File: src/rtl/moldudp64_splitter.sv
// MoldUDP64 datagram splitter.
// Parses a MoldUDP64 payload byte stream (session, sequence, count, then
// length-prefixed messages) and forwards message bodies with framing flags,
// per-message sequence numbers, and datagram-level good/error counters.
//
// Ports:
//   clock, reset_n      - clock; asynchronous active-low reset (release synchronized)
//   data_in/valid_in    - payload byte and qualifier (no backpressure)
//   last_in             - final payload byte of the datagram (with valid_in)
//   msg_data_out        - forwarded body byte (0 when not forwarding)
//   msg_valid_out       - msg_data_out qualifier
//   msg_first_out       - first body byte of a message
//   msg_last_out        - final body byte of a message, or truncation point
//   msg_error_out       - message truncated by an early last_in
//   msg_seq_out         - sequence number of the message being forwarded
//   session_out         - session field of the most recent complete header
//   pkt_count_out       - datagrams parsed without error (wraps)
//   err_count_out       - malformed datagrams (saturates)
//   end_session_out     - one-cycle pulse when a header carries count 0xFFFF
module moldudp64_splitter (
    input  logic        clock,
    input  logic        reset_n,
    input  logic [7:0]  data_in,
    input  logic        valid_in,
    input  logic        last_in,
    output logic [7:0]  msg_data_out,
    output logic        msg_valid_out,
    output logic        msg_first_out,
    output logic        msg_last_out,
    output logic        msg_error_out,
    output logic [63:0] msg_seq_out,
    output logic [79:0] session_out,
    output logic [31:0] pkt_count_out,
    output logic [15:0] err_count_out,
    output logic        end_session_out
);

    localparam int unsigned BYTE_W    = 8;
    localparam int unsigned SEQ_W     = 64;
    localparam int unsigned SESS_W    = 80;
    localparam int unsigned CNT_W     = 16;
    localparam int unsigned PKT_W     = 32;
    localparam int unsigned ERR_W     = 16;
    localparam int unsigned HDR_BYTES = 20;
    localparam int unsigned HDR_W     = HDR_BYTES * BYTE_W;
    localparam int unsigned HBUF_W    = HDR_W - BYTE_W;
    localparam int unsigned HCNT_W    = 5;

    typedef enum logic [2:0] {
        S_HDR,
        S_LEN_HI,
        S_LEN_LO,
        S_BODY,
        S_DRAIN
    } state_t;

    // Reset synchronizer: asserts asynchronously, releases on clock.
    logic [1:0] rst_pipe;
    logic       rst_n_int;

    always_ff @(posedge clock or negedge reset_n) begin
        if (!reset_n) rst_pipe <= 2'b00;
        else          rst_pipe <= {rst_pipe[0], 1'b1};
    end

    assign rst_n_int = rst_pipe[1];

    state_t              state_q, state_d;
    logic [HCNT_W-1:0]   hcnt_q, hcnt_d;
    logic [HBUF_W-1:0]   hdr_q, hdr_d;
    logic [BYTE_W-1:0]   len_hi_q, len_hi_d;
    logic [CNT_W-1:0]    len_q, len_d;
    logic [CNT_W-1:0]    body_cnt_q, body_cnt_d;
    logic [CNT_W-1:0]    msgs_left_q, msgs_left_d;
    logic [SEQ_W-1:0]    cur_seq_q, cur_seq_d;

    logic [BYTE_W-1:0]   data_d;
    logic                valid_d, first_d, last_d, error_d, end_d;
    logic [SEQ_W-1:0]    seq_d;
    logic [SESS_W-1:0]   session_d;
    logic [PKT_W-1:0]    pkt_d;
    logic [ERR_W-1:0]    err_d;

    logic                pkt_inc, err_inc;
    logic [HDR_W-1:0]    hdr_full;
    logic [CNT_W-1:0]    hdr_count;
    logic [CNT_W-1:0]    msg_len;
    logic                body_done, last_msg;

    assign hdr_full  = {hdr_q, data_in};
    assign hdr_count = hdr_full[CNT_W-1:0];
    assign msg_len   = {len_hi_q, data_in};
    assign body_done = (body_cnt_q == len_q);
    assign last_msg  = (msgs_left_q == CNT_W'(1));

    // Next-state, datapath and registered-output values.
    always_comb begin
        state_d     = state_q;
        hcnt_d      = hcnt_q;
        hdr_d       = hdr_q;
        len_hi_d    = len_hi_q;
        len_d       = len_q;
        body_cnt_d  = body_cnt_q;
        msgs_left_d = msgs_left_q;
        cur_seq_d   = cur_seq_q;
        data_d      = '0;
        valid_d     = 1'b0;
        first_d     = 1'b0;
        last_d      = 1'b0;
        error_d     = 1'b0;
        end_d       = 1'b0;
        seq_d       = msg_seq_out;
        session_d   = session_out;
        pkt_d       = pkt_count_out;
        err_d       = err_count_out;
        pkt_inc     = 1'b0;
        err_inc     = 1'b0;

        if (valid_in) begin
            case (state_q)
                S_HDR: begin
                    hdr_d  = {hdr_q[HBUF_W-BYTE_W-1:0], data_in};
                    hcnt_d = hcnt_q + HCNT_W'(1);
                    if (hcnt_q == HCNT_W'(HDR_BYTES - 1)) begin
                        hcnt_d      = '0;
                        session_d   = hdr_full[HDR_W-1 -: SESS_W];
                        cur_seq_d   = hdr_full[CNT_W +: SEQ_W];
                        msgs_left_d = hdr_count;
                        end_d       = (hdr_count == '1);
                        // Heartbeat and end-of-session headers carry no messages.
                        if (hdr_count == '0 || hdr_count == '1) begin
                            state_d = S_DRAIN;
                            pkt_inc = last_in;
                        end else begin
                            state_d = S_LEN_HI;
                            err_inc = last_in;
                        end
                    end else begin
                        err_inc = last_in;
                    end
                end
                S_LEN_HI: begin
                    len_hi_d = data_in;
                    state_d  = S_LEN_LO;
                    err_inc  = last_in;
                end
                S_LEN_LO: begin
                    len_d      = msg_len;
                    body_cnt_d = CNT_W'(1);
                    if (msg_len == '0) begin
                        // Empty message: consumes a sequence number, emits nothing.
                        cur_seq_d   = cur_seq_q + SEQ_W'(1);
                        msgs_left_d = msgs_left_q - CNT_W'(1);
                        state_d     = last_msg ? S_DRAIN : S_LEN_HI;
                        pkt_inc     = last_in && last_msg;
                        err_inc     = last_in && !last_msg;
                    end else begin
                        state_d = S_BODY;
                        err_inc = last_in;
                    end
                end
                S_BODY: begin
                    valid_d = 1'b1;
                    data_d  = data_in;
                    first_d = (body_cnt_q == CNT_W'(1));
                    seq_d   = cur_seq_q;
                    last_d  = body_done || last_in;
                    error_d = last_in && !(body_done && last_msg);
                    pkt_inc = last_in && body_done && last_msg;
                    err_inc = error_d;
                    if (body_done) begin
                        cur_seq_d   = cur_seq_q + SEQ_W'(1);
                        msgs_left_d = msgs_left_q - CNT_W'(1);
                        state_d     = last_msg ? S_DRAIN : S_LEN_HI;
                    end else begin
                        body_cnt_d = body_cnt_q + CNT_W'(1);
                    end
                end
                S_DRAIN: begin
                    // Any byte here is past the declared content.
                    err_inc = last_in;
                end
                default: state_d = S_HDR;
            endcase

            if (last_in) begin
                state_d = S_HDR;
                hcnt_d  = '0;
            end
            if (pkt_inc) pkt_d = pkt_count_out + PKT_W'(1);
            if (err_inc && err_count_out != '1) err_d = err_count_out + ERR_W'(1);
        end
    end

    // State, datapath and output registers.
    always_ff @(posedge clock or negedge rst_n_int) begin
        if (!rst_n_int) begin
            state_q         <= S_HDR;
            hcnt_q          <= '0;
            hdr_q           <= '0;
            len_hi_q        <= '0;
            len_q           <= '0;
            body_cnt_q      <= '0;
            msgs_left_q     <= '0;
            cur_seq_q       <= '0;
            msg_data_out    <= '0;
            msg_valid_out   <= 1'b0;
            msg_first_out   <= 1'b0;
            msg_last_out    <= 1'b0;
            msg_error_out   <= 1'b0;
            msg_seq_out     <= '0;
            session_out     <= '0;
            pkt_count_out   <= '0;
            err_count_out   <= '0;
            end_session_out <= 1'b0;
        end else begin
            state_q         <= state_d;
            hcnt_q          <= hcnt_d;
            hdr_q           <= hdr_d;
            len_hi_q        <= len_hi_d;
            len_q           <= len_d;
            body_cnt_q      <= body_cnt_d;
            msgs_left_q     <= msgs_left_d;
            cur_seq_q       <= cur_seq_d;
            msg_data_out    <= data_d;
            msg_valid_out   <= valid_d;
            msg_first_out   <= first_d;
            msg_last_out    <= last_d;
            msg_error_out   <= error_d;
            msg_seq_out     <= seq_d;
            session_out     <= session_d;
            pkt_count_out   <= pkt_d;
            err_count_out   <= err_d;
            end_session_out <= end_d;
        end
    end

endmodule

File: config.mk
export PLATFORM = sky130hd
export DESIGN_NAME = moldudp64_splitter
export DESIGN_NICKNAME = d
export VERILOG_FILES = /design/src/rtl/moldudp64_splitter.sv
export SDC_FILE = /design/constraint.sdc
export NUM_CORES = 1
export LEC_CHECK = 0
export BUFFER_PORTS_ARGS = -buffer_cell sky130_fd_sc_hd__buf_4
export CORE_ASPECT_RATIO = 0.75
export CORE_MARGIN = 1.5
export CORE_UTILIZATION = 56
export DETAILED_ROUTE_END_ITERATION = 16
export PLACE_DENSITY_LB_ADDON = 0.12
export SYNTH_ARGS = -nofsm -noshare
export SYNTH_HDL_FRONTEND = slang
export SYNTH_SLANG_ARGS = --single-unit
File: constraint.sdc
create_clock -name clock -period 25.8 [get_ports clock]
set_input_delay 0 -clock clock [delete_from_list [all_inputs] [get_ports clock]]
set_output_delay 0 -clock clock [all_outputs]
set_load 0.02 [all_outputs]
==> Implementation_results.wiki <==
{| class="wikitable"
! Metric !! Value
|-
| Number of different library cells in the post-synthesis netlist || between 60 and 70
|-
| Net total in the final layout || 2,100
|-
| Via count of the first global-routing pass || around 15k
|-
| Top delay family on crit path || buffers and inverters
|-
| Tightest Pin Transition || about 1100 ps
|-
| Slack of the worst reg-to-reg path || between 20,000 and 25,000 ps
|-
| Via count || about 16k
|-
| Peak supply drop || 0.0648 mV
|-
| Count of endpoints failing setup in the final report || 0
|-
| Post-detailed-route via-to-cell ratio || 5.99
|-
| I/O pin count || 217
|-
| Dominant cells by area after synthesis || sky130_fd_sc_hd__dfrtp_1 (57%), sky130_fd_sc_hd__mux2_2 (14%), sky130_fd_sc_hd__nand2_1 (4.5%), sky130_fd_sc_hd__a21oi_1 (2.3%), sky130_fd_sc_hd__nand3_1 (1.8%)
|-
| Worst setup EP type || asynchronous set/reset pin
|-
| Run status || completed
|-
| RSZ-0062 raised after global routing || false
|-
| Area of the placeable core || 37,300 sq um
|-
| Violation count after the first detailed-routing iteration || ~1.5k
|-
| Pre-CTS setup slack || approximately 21,000 ps
|-
| Endpoint required time on the critical path || about 26,000 ps
|-
| CTS tree || built
|-
| Delay contributed by the slowest stage of the critical path || 940 ps
|-
| Max frequency || around 0.24 GHz
|-
| GRT Residual Overflow || 0
|-
| Max cap viols || 0
|-
| Dominant combinational cell family by area after synthesis || simple AND/OR/NAND/NOR gates
|-
| Die extent in x || 229 um
|-
| Register clock-pin slew on the reported worst setup and hold paths || 60 ps
|-
| Final wirelength || just over 50,000 um
|-
| Number of clock sinks seen by CTS || 487
|-
| Critical Path Slowest Stage Cell || sky130_fd_sc_hd__buf_4
|-
| Static Leakage || 11.8 nW
|-
| Synthesized-area fraction occupied by adder cells || 0.00468
|-
| Number of enable-type register cells in the synthesized netlist || 0
|-
| Worst slew margin relative to its limit || 0.245
|-
| Endpoint of the most critical setup path || session_out[29]
|-
| Category of the critical setup timing path || reg -> async
|-
| Count of antenna-violating nets left after detailed routing || 0
|-
| Area leader, netlist || sky130_fd_sc_hd__dfrtp_1
|-
| Total number of cells along the worst setup path || 4
|-
| Port bufs || about 220
|-
| Maximum fanout along the worst path || between 150 and 200
|-
| Synthesized flop and latch total || just under 500
|-
| Data arrival time of the critical path || around 4700 ps
|-
| Number of buffers and inverters on the critical path || 4
|-
| Synth-to-layout area growth || 17.7%
|-
| Count of standard-cell rows || 61
|-
| Wire length of the first global-routing pass || 82,500 um
|-
| Overall Power || 2.81 mW
|-
| Total negative slack || 0 ps
|-
| Synth top area share || 0.570
|-
| Post-cts gate resize count || 0
|-
| Pwr per Cell Area || 112 nW/um^2
|-
| Share of synthesized flip-flops with an asynchronous set or reset || 1.00
|-
| Post-layout min period || ~4100 ps
|-
| Synthesized area || approximately 21,000 sq um
|-
| Ratio of cells with drive above 1 in the final layout || 0.283
|-
| Crit share post-route || 0.160
|-
| Critical Path Start Type || flip-flop
|-
| CP dominant cell by count || sky130_fd_sc_hd__buf_4
|-
| Skew-Pair Late Insertion Delay || approximately 560 ps
|-
| GRT Total Usage || 0.261
|-
| Final number of hold-violating endpoints || 0
|-
| FF-to-FF Start || rst_pipe[1]
|-
| Detailed-routing iteration count for the pre-antenna-repair pass || 6
|-
| Sequential-to-total area share from yosys stat || 0.570
|-
| Post-synthesis net count || between 1.5k and 2k
|-
| Pin count of the biggest net entering global routing || between 150 and 200
|-
| DRC errors left || 0
|-
| Weighted congestion reported at the end of routability-driven placement || approximately 0.87
|-
| Post-synthesis mux area share || 0.138
|-
| Antenna violations before repair || 0
|-
| Effective utilization at floorplan || 0.573
|-
| Synth warnings || 0
|-
| Antenna cells || 0
|-
| Worst R2R End || session_out[29]
|-
| Average instance area after synthesis || 11.3 sq um
|-
| Number of buffers added by the clock tree synthesis step || 47
|-
| Cell-by-cell trace of the critical path || buf_4, buf_12, buf_4, buf_4
|-
| Post-Synth XOR/XNOR Area || 0.0299
|-
| Smallest setup slack after layout || approximately 22,000 ps
|-
| Share of synthesized cell area in and, or, nand and nor gates || 0.144
|-
| Area fraction in compound gates after synthesis || 0.0901
|-
| Clock Path Buffers || 3
|-
| Critical Path Start || rst_pipe[1]
|-
| R2R depth || 4
|-
| HP Class || reg -> async
|-
| Count of final max-slew check failures || 0
|-
| HPWL reported at the end of detailed placement || 33,900 um
|-
| Maximum clock skew at final layout || 16.4 ps
|-
| Total Die Area || 39,400 sq um
|-
| Die Y || around 170 um
|-
| Gate count after technology mapping || approximately 1.9k
|-
| Tightest hold margin || 294 ps
|-
| Library cell used as clock root buffer || sky130_fd_sc_hd__clkbuf_16
|-
| Flip-flop cell with the highest count after synthesis || sky130_fd_sc_hd__dfrtp_1
|-
| Routed WL per cell || 19.7 um
|-
| Htree depth || 2
|}
-- worst min path at each step --
stage	startpoint	to	slack, ps	cells after the start
after floorplan	reset_n	rst_pipe[0]	-300	0
after global placement	reset_n	rst_pipe[0]	-220	1
after CTS	data_in[6]	msg_data_out[6]	270	3
after global routing	data_in[6]	msg_data_out[6]	300	3
after detailed placement	reset_n	rst_pipe[0]	-220	1
final	rst_pipe[1]	err_count_out[1]	290	0
-- per-layer routing --
| layer | vias up | track usage | share of wire |
|---|---|---|---|
| li1 | 7186 | - | - |
| met1 | 7875 | 0.391 | 0.47 |
| met2 | 541 | 0.389 | 0.45 |
| met3 | 92 | 0.0457 | 0.063 |
| met4 | 0 | 0.0775 | 0.024 |
| met5 | - | 0 | 0 |
-- placed cells by master (no fill, tap or decap), types with 30 or more instances in the layout --
cell / netlist / layout
sky130_fd_sc_hd__o22ai_1: 33 / 33
sky130_fd_sc_hd__xnor2_1: 41 / 41
sky130_fd_sc_hd__nor4_1: 32 / 30
sky130_fd_sc_hd__nand2_1: 259 / 258
sky130_fd_sc_hd__buf_4: 1 / 233
sky130_fd_sc_hd__a21oi_1: 99 / 99
sky130_fd_sc_hd__o21ai_0: 68 / 68
sky130_fd_sc_hd__and3_1: 31 / 31
sky130_fd_sc_hd__clkbuf_16: 0 / 49
sky130_fd_sc_hd__nand4_1: 47 / 47
sky130_fd_sc_hd__dfrtp_1: 487 / 486
sky130_fd_sc_hd__mux2_2: 258 / 258
sky130_fd_sc_hd__nor2_1: 81 / 80
sky130_fd_sc_hd__xor2_1: 32 / 32
sky130_fd_sc_hd__nand3_1: 75 / 74
-- synth_stat cells (all sizes together), types with 7 or more instances --
cell type and n:
dfrtp 487, nand2 259, mux2 258, a21oi 99, clkbuf 93, nor2 81, nand3 75, o21ai 69
nand4 49, xnor2 41, o22ai 33, nor4 32, xor2 32, and3 31, nor3 27, and2 25
buf 23, a2bb2oi 22, and4 15, inv 14, o22a 13, a22oi 11, a31oi 9, ha 8
o31ai 7
-- cells by family after synthesis --
family	Yosys count
other	1
AND/OR/NAND/NOR	632
XOR/XNOR	73
AO/OA/AOI/OAI	306
buffers and inverters	131
flip-flops	487
multiplexers	262
adder cells (fa/ha/maj)	8
-- metrics by stage --
stage,std cells,instance area [sq um],utilization
floorplan,1900,21400,-
global placement,2522,23400,0.627
finish,2620,25200,0.675
CTS,2620,25200,0.675
detailed placement,2522,23400,0.627
global route,2620,25200,0.675
-- report_power, final --
part | total (mW) | switching (mW) | leakage (nW) | internal, mW
clock network | 0.726 | 0.293 | 0.823 | 0.433
logic | 0.810 | 0.421 | 4.79 | 0.389
registers | 1.28 | 0.260 | 6.23 | 1.02
total | 2.81 | 0.974 | 11.8 | 1.84
-- final cells by class --
type                       instances  area (sq um)
multi-input combinational       1282          8750
tap                              504           631
clock inverter                    20           234
sequential                       487         12200
inverter                          15          56.3
fill                            2857         12100
clock buffer                      65          1420
timing repair buffer             247          1900
-- sequential cells by signal, indices dropped and copies added, names as in the netlist --
register	cells
hdr_q	152
session_out	80
cur_seq_q	64
msg_seq_out	64
pkt_count_out	32
body_cnt_q	16
err_count_out	16
len_q	16
msgs_left_q	16
len_hi_q	8
msg_data_out	8
hcnt_q	5
state_q	3
rst_pipe	2
end_session_out	1
msg_error_out	1
msg_first_out	1
msg_last_out	1
msg_valid_out	1
-- what timing repair did --
| action | 4_1_cts | 5_1_grt |
|---|---|---|
| hold buffers | 13 | 0 |
| setup buffers | 0 | 0 |
| hold endpoints to repair | 53 | 0 |
(Power assumes the default switching activity.)
